### config.mk
export PLATFORM = sky130hd
export DESIGN_NAME = mem_bus_arbiter
export DESIGN_NICKNAME = d
export VERILOG_FILES = /design/src/rtl/mem_bus_arbiter.sv
export SDC_FILE = /design/constraint.sdc
export NUM_CORES = 1
export LEC_CHECK = 0
export CAP_MARGIN = 0
export CORE_UTILIZATION = 34
export CTS_BUF_LIST = sky130_fd_sc_hd__clkbuf_4 sky130_fd_sc_hd__clkbuf_8
export DETAILED_ROUTE_END_ITERATION = 6
export MAX_ROUTING_LAYER = met4
export PLACE_DENSITY_LB_ADDON = 0.12
export SLEW_MARGIN = 15
export SYNTH_ARGS = -nofsm -noshare
export SYNTH_HDL_FRONTEND = slang
export SYNTH_SLANG_ARGS = --single-unit
export TNS_END_PERCENT = 10
### constraint.sdc
create_clock -name clk -period 2.91 [get_ports clk]
set_input_delay 0.291 -clock clk [delete_from_list [all_inputs] [get_ports clk]]
set_output_delay 0.291 -clock clk [all_outputs]
set_load 0.01 [all_outputs]
### src/rtl/mem_bus_arbiter.sv
// ============================================================================
// Module  : mem_bus_arbiter
// Brief   : Two-port round-robin arbiter and address/data mux for a
//           single-port memory, with hold limit and per-port read-valid.
// Revision: 1.0
// ============================================================================
`default_nettype none

module mem_bus_arbiter #(
  parameter int AWIDTH   = 5,
  parameter int DWIDTH   = 8,
  parameter int MAX_HOLD = 8
) (
  input  logic              clk,
  input  logic              rst,
  input  logic              req0,
  input  logic              we0,
  input  logic [AWIDTH-1:0] addr0,
  input  logic [DWIDTH-1:0] wdata0,
  output logic              gnt0,
  output logic              rvalid0,
  input  logic              req1,
  input  logic              we1,
  input  logic [AWIDTH-1:0] addr1,
  input  logic [DWIDTH-1:0] wdata1,
  output logic              gnt1,
  output logic              rvalid1,
  output logic [AWIDTH-1:0] mem_addr,
  output logic [DWIDTH-1:0] mem_wdata,
  output logic              mem_rd,
  output logic              mem_wr,
  input  logic [DWIDTH-1:0] mem_rdata,
  output logic [DWIDTH-1:0] rdata
);

  localparam int              HCW       = (MAX_HOLD > 1) ? $clog2(MAX_HOLD) : 1;
  localparam logic [HCW-1:0]  HOLD_LAST = HCW'(MAX_HOLD - 1);

  localparam logic [1:0] S_IDLE = 2'd0;
  localparam logic [1:0] S_G0   = 2'd1;
  localparam logic [1:0] S_G1   = 2'd2;

  logic [1:0]     state, state_nxt;
  logic [HCW-1:0] hold_cnt, hold_nxt;
  logic           last, last_nxt;
  logic           hold_done;

  assign hold_done = (hold_cnt == HOLD_LAST);

  // State register; read-valid tracks the strobe issued in the previous cycle
  always_ff @(posedge clk or negedge rst) begin
    if (!rst) begin
      state    <= S_IDLE;
      hold_cnt <= '0;
      last     <= 1'b1;
      rvalid0  <= 1'b0;
      rvalid1  <= 1'b0;
    end else begin
      state    <= state_nxt;
      hold_cnt <= hold_nxt;
      last     <= last_nxt;
      rvalid0  <= gnt0 & req0 & ~we0;
      rvalid1  <= gnt1 & req1 & ~we1;
    end
  end

  always_comb begin
    state_nxt = state;
    case (state)
      S_IDLE: begin
        if (req0 && req1)  state_nxt = last ? S_G0 : S_G1;
        else if (req0)     state_nxt = S_G0;
        else if (req1)     state_nxt = S_G1;
      end
      S_G0: begin
        if (!req0)                 state_nxt = req1 ? S_G1 : S_IDLE;
        else if (req1 && hold_done) state_nxt = S_G1;
      end
      S_G1: begin
        if (!req1)                 state_nxt = req0 ? S_G0 : S_IDLE;
        else if (req0 && hold_done) state_nxt = S_G0;
      end
      default: state_nxt = S_IDLE;
    endcase

    // Counter keeps running while the other port is idle so a reached limit
    // forces a switch as soon as it starts requesting.
    hold_nxt = hold_cnt;
    if (state_nxt != state)
      hold_nxt = '0;
    else if (state != S_IDLE && !hold_done)
      hold_nxt = hold_cnt + 1'b1;

    last_nxt = last;
    if (state_nxt == S_G0 && state != S_G0) last_nxt = 1'b0;
    if (state_nxt == S_G1 && state != S_G1) last_nxt = 1'b1;
  end

  always_comb begin
    gnt0      = (state == S_G0);
    gnt1      = (state == S_G1);
    mem_rd    = (gnt0 & req0 & ~we0) | (gnt1 & req1 & ~we1);
    mem_wr    = (gnt0 & req0 &  we0) | (gnt1 & req1 &  we1);
    mem_addr  = '0;
    mem_wdata = '0;
    if (gnt0) begin
      mem_addr  = addr0;
      mem_wdata = wdata0;
    end else if (gnt1) begin
      mem_addr  = addr1;
      mem_wdata = wdata1;
    end
    rdata = mem_rdata;
  end

endmodule

`default_nettype wire

; After elaboration in Yosys (flattened, before gate mapping)
; Cells that the tools add are included.
[totals]
reg_bits = 8
in_bits = 40
[classes]
n_addsub = 1
bitwise_logic = 10
n_mux = 19
n_eq_ne = 8
reduce_logical = 11
[ops]
columns = operator, count
row1 = 2-bit 2-to-1 mux, 9
row2 = 8-bit 2-to-1 mux, 2
row3 = 5-bit 2-to-1 mux, 2
row4 = 1-bit bitwise AND, 6
row5 = 1-bit logical AND, 6
row6 = 3-bit 2-to-1 mux, 2
row7 = 2-bit case mux with 3 select lines, 1
row8 = 2-bit nonzero test, 3
row9 = "2-bit by 1-bit == test with 1-bit output, second input constant", 2
row10 = "2-bit == test, second input constant", 2
row11 = "3-bit by 1-bit adder with 3-bit output, second input constant", 1
row12 = "3-bit == test, second input constant", 1
row13 = 1-bit 2-to-1 mux, 3
row14 = 2-bit zero test, 1
row15 = "2-bit by 1-bit inequality test with 1-bit output, second input constant", 1
row16 = 2-bit inequality test, 1
row17 = "2-bit inequality test, second input constant", 1
row18 = 1-bit NOT, 2
row19 = 1-bit bitwise OR, 2
row20 = 1-bit zero test, 1

; Longest topological paths before layout
; Gate-level depths: netlist (run 1).
[logic_depth]
depth_word = 9
mapped_depth = 6
mapped_depth_nobuf = 5

; Worst setup path after synthesis (run 1)
; No wires, ideal clock.
[synth_path]
path_type = reg-to-reg
startpoint = register hold_cnt[0]
endpoint = register hold_cnt[0]
t_required_ps = 2833
slack_ps = 1470
path_stages_with_launch = 7
setup_ps = 77
arrival_time_ps = 1363
synth_period_minus_slack_ps = 1440
cell_sequence = dfrtp_1 ha_1 ha_1 clkbuf_1 o21bai_2 xor2_1 a21oi_1
[synth_between]
elab_chain_len = 7
elab_cells_between_ends = 15
[synth_rtl]
columns = element, line_no
row1 = "start, declared", 44  ; logic [HCW-1:0] hold_cnt, hold_nxt;
row2 = "start signal, assigned", 60  ; hold_cnt <= hold_nxt;
row3 = 3-bit == test, 48  ; assign hold_done = (hold_cnt == HOLD_LAST);
row4 = 1-bit logical AND (on tied branches), "81, 77"
row5 = 2-bit 2-to-1 mux (on tied branches), "81, 77"
row6 = 2-bit 2-to-1 mux (on tied branches), "80, 76"
row7 = 2-bit case mux with 3 select lines, 69  ; case (state)
row8 = 2-bit inequality test, 89  ; if (state_nxt != state)
row9 = 3-bit 2-to-1 mux / 2-bit nonzero test (equally long branches), -
; Several ways; a longest one is shown, not always the timed one. The select of a mux whose other input is x is not followed.
; A chain may end at the register's enable or synchronous reset.

; Worst setup path in the final report (run 1)
[layout_path]
startpoint = register state[0]
endpoint = output port mem_wdata[1]
[layout_between]
elab_chain_len = 3
elab_cells_between_ends = 4
[layout_rtl]
columns = element, line_no
row1 = "start, declared", 43  ; logic [1:0] state, state_nxt;
row2 = "start signal, assigned", 59  ; state <= state_nxt;
row3 = 2-bit == test, 101  ; gnt1 = (state == S_G1);
row4 = 8-bit 2-to-1 mux, 109  ; end else if (gnt1) begin
row5 = 8-bit 2-to-1 mux (*), 106  ; if (gnt0) begin
row6 = "end, declared", 29  ; output logic [DWIDTH-1:0] mem_wdata,
; Mark *: on every way between the ends. The rest lies on a longest branch, timed or not.

==> out/qor.csv, run 1 <==
stage;metric;value;unit
timing;Worst-Margin Slew;0.584;ns
timing;Min Hold Slack;0.302;ns
yosys;Post-Synthesis Cells;83;
timing;Final TNS setup;0;ns
clock_network;clock sink count;8;
yosys;cell area after synthesis;752;um^2
routing;routed vias/inst;5.14;
routing;drt drc;0;
critical_path;CP delay by family, top;flip-flops;
routing;via count;761;
floorplanning;floorplan row count;16;
hold_path;Worst Hold Class;in -> async;
yosys;Seq cells post-synth;8;
pwr;PnR Total Power;0.497;mW
floorplanning;height of the chip;49.0;um
run_status;status;finished, final reports clean;
yosys;Mapped Avg Cell Area;9.06;um^2
clock_network;Clk Latency, worst-skew pair;0.26;ns
pwr;leakage power;0.511;nW
critical_path;Worst Setup Start Kind;register;
critical_path;highest-delay cell along the critical path;dfrtp_1;
placed_design;Port Buf Inserts;50;
yosys;Post-Syn Nets;125;
global_route;initial antenna violation count;0;
routing;DR iter-0 viols;8;
floorplanning;die area;2400;um^2
global_route;number of global-route vias before repair;672;
pwr;Max IR drop VDD;297;uV
global_route;GRT Total Usage;17.3;%
routing;Final ANT Viol Nets;0;
timing;Final Hold Vio Count;0;
final_layout;Antenna Cells;0;
critical_path;crit path DAT;2.19;ns
global_route;first-pass GRT wire length;3130;um
final_layout;synth-to-layout area growth;59.4;%
critical_path;CP bufs+invs;1;
clock_network;Post-CTS Resized;0;
timing;skew final;0.0173;ns
flow_run;Max Cap Violations;0;
critical_path;Worst Path Max Fanout;16;
clock_network;clk buf depth;2;
yosys;most numerous cell in the Yosys netlist;a22o_1;
timing;Fmax achieved;0.403;GHz
yosys;top cell type by total area after synthesis;dfrtp_1;
clock_network;Hold-fix buffers, CTS;0;
clock_network;Reg clk slew, reported paths;0.06;ns
routing;DRT Wirelength;1930;um
clock_network;Post-CTS Setup Inserts;0;
timing;fin. max-slew vios;0;
timing;RSZ-0062 raised after global routing;no;
yosys;ys flop type;dfrtp_1;
timing;fin crit share;85.2;%
global_route;global route overflow;0;
floorplanning;num ports;67;
critical_path;Worst EP required;2.62;ns
floorplanning;initial core utilization;37.2;%
timing;post-layout minimum cycle time;2.48;ns
yosys;Synth cell types;33;
final_layout;layout cells sized above 1;9.09;%
yosys;commonest cells in the netlist;a22o_1 (13), buf_4 (8), dfrtp_1 (7);
placed_design;Placer Congestion;0.757;
critical_path;Setup CP Type;reg -> out;
clock_network;CTS tree;done;
global_route;largest net degree at the start of global routing;17;
critical_path;Crit. End Element;output port;
placed_design;DP Wirelength;1500;um
critical_path;worst-path cell chain;and2b_1, a22o_1, clkdlybuf4s50_1;
pwr;Power Density;415;nW/um^2
critical_path;slowest stage delay, CP;0.63;ns
yosys;number of flops mapped to enable cells by yosys;0;
routing;TritonRoute pass-1 iters;4;
final_layout;Nets;164;
yosys;top area cells in the synthesized netlist;dfrtp_1 (23%), a22o_1 (15%), buf_4 (8.0%);
placed_design;Cells after DPL;144;
timing;Final setup violation count;0;
final_layout;Final Instance Count excl. Fillers;148;
clock_network;H-tree depth;1;
yosys;sequential area share after synthesis;26.8;%
routing;WL/cell;13.1;um
floorplanning;core box area;2020;um^2
yosys;asr flop ratio synth;100;%
yosys;Synth warnings;0;
yosys;post-synth top area share;23.3;%
timing;relative max-transition margin;60.9;%
clock_network;TritonCTS Buffers;3;
floorplanning;Die Width;49.0;um
clock_network;Clock Root Buffer;clkbuf_4;
[flip-flops by register name, indices dropped and copies added (netlist names)]
name and flops:
hold_cnt 3, last 1, state 2, rvalid0 1
rvalid1 1
[path summary, 6_finish.rpt]
check	start	end	slack (ns)	cells past startpoint
hold / removal	rst	rvalid0	0.30	1
min in group clk	hold_cnt[2]	hold_cnt[2]	0.58	2
max in group asynchronous	rst	last	2.28	1
setup reg to reg	state[0]	hold_cnt[1]	1.27	3
setup / recovery	state[0]	mem_wdata[1]	0.43	3
hold reg to reg	hold_cnt[2]	hold_cnt[2]	0.58	2
[per-stage QoR]
| step | utilization [%] | instance area, um^2 | setup WS, ns |
|---|---|---|---|
| 6_report | 59.3 | 1200 | 0.431 |
| 5_1_grt | 59.3 | 1200 | 0.284 |
| 4_1_cts | 59.3 | 1200 | 0.419 |
| 3_5_place_dp | 57.8 | 1170 | 0.693 |
| 3_3_place_gp | 57.8 | 1170 | 0.729 |
| 2_1_floorplan | - | 752 | 1.47 |
[cells in the final DEF, fill, tap and decap left out]
cell type         n
clkdlybuf4s50_1  50
a22o_1           13
dfrtp_1           7
a21oi_1           6
nor2_1            5
nand2_1           4
clkbuf_4          4
nand2b_1          3
inv_1             2
nand3b_1          2
nand3_1           2
mux2i_1           2
nor3b_1           2
ha_1              2
and2b_1           1
a32oi_1           1
nor2b_2           1
inv_2             1
o211ai_1          1
o21ai_1           1
a31oi_1           1
nand3b_4          1
o22ai_1           1
xnor2_1           1
a32oi_2           1
a21o_1            1
o21bai_2          1
xor2_1            1
o21a_1            1
nor3_2            1
dfstp_2           1
[power by group]
part	switching, mW	internal (mW)	total (mW)
Sequential	0.0261	0.130	0.156
Clock	0.0400	0.0619	0.102
Combinational	0.0926	0.147	0.240
Total	0.159	0.339	0.497
[per-layer routing]
metal | GRT usage (%) | vias up | routed length [um]
met3 | 7.48 | 10 | 195
met4 | 6.86 | 0 | 41
met2 | 24.8 | 41 | 819
li1 | - | 368 | -
met1 | 21.2 | 342 | 876
met5 | - | - | 0
[cell type report]
cell class / count / area (um^2)
fillers: 188 / 823
repair buffers: 50 / 500
multi-input cells: 56 / 422
flip-flops and latches: 8 / 201
well taps: 27 / 33.8
clock buffers: 4 / 30.0
inverters: 3 / 11.3
[cell families after synthesis]
| group | count (synthesis) | share of synthesized area (%) |
|---|---|---|
| buffers and inverters | 19 | 17.1 |
| AOI/OAI and AO/OA | 28 | 29.3 |
| DFF | 8 | 26.8 |
| xor gates and xnor gates | 2 | 2.33 |
| adders and majority gates | 2 | 3.33 |
| and+or+nand+nor | 22 | 18.5 |
| muxes | 2 | 2.66 |
[worst reg2reg max path, stage by stage, from the launching register on]
cell and delay, ns:
dfrtp_1 0.63, and2b_1 0.55, a32oi_2 0.21, a21oi_1 0.18
Note: power is estimated with default switching activity, not from simulation.
==> run 2: changes to the inputs <==
--- a/config.mk
+++ b/config.mk
@@ -5,6 +5,7 @@
 export SDC_FILE = /design/constraint.sdc
 export NUM_CORES = 1
 export LEC_CHECK = 0
+export ABC_CLOCK_PERIOD_IN_PS = 2910
 export CAP_MARGIN = 0
 export CORE_UTILIZATION = 34
 export CTS_BUF_LIST = sky130_fd_sc_hd__clkbuf_4 sky130_fd_sc_hd__clkbuf_8
==> results of run 2 <==
Same layout as run 1: the final DEF is identical, and so are final timing and power.
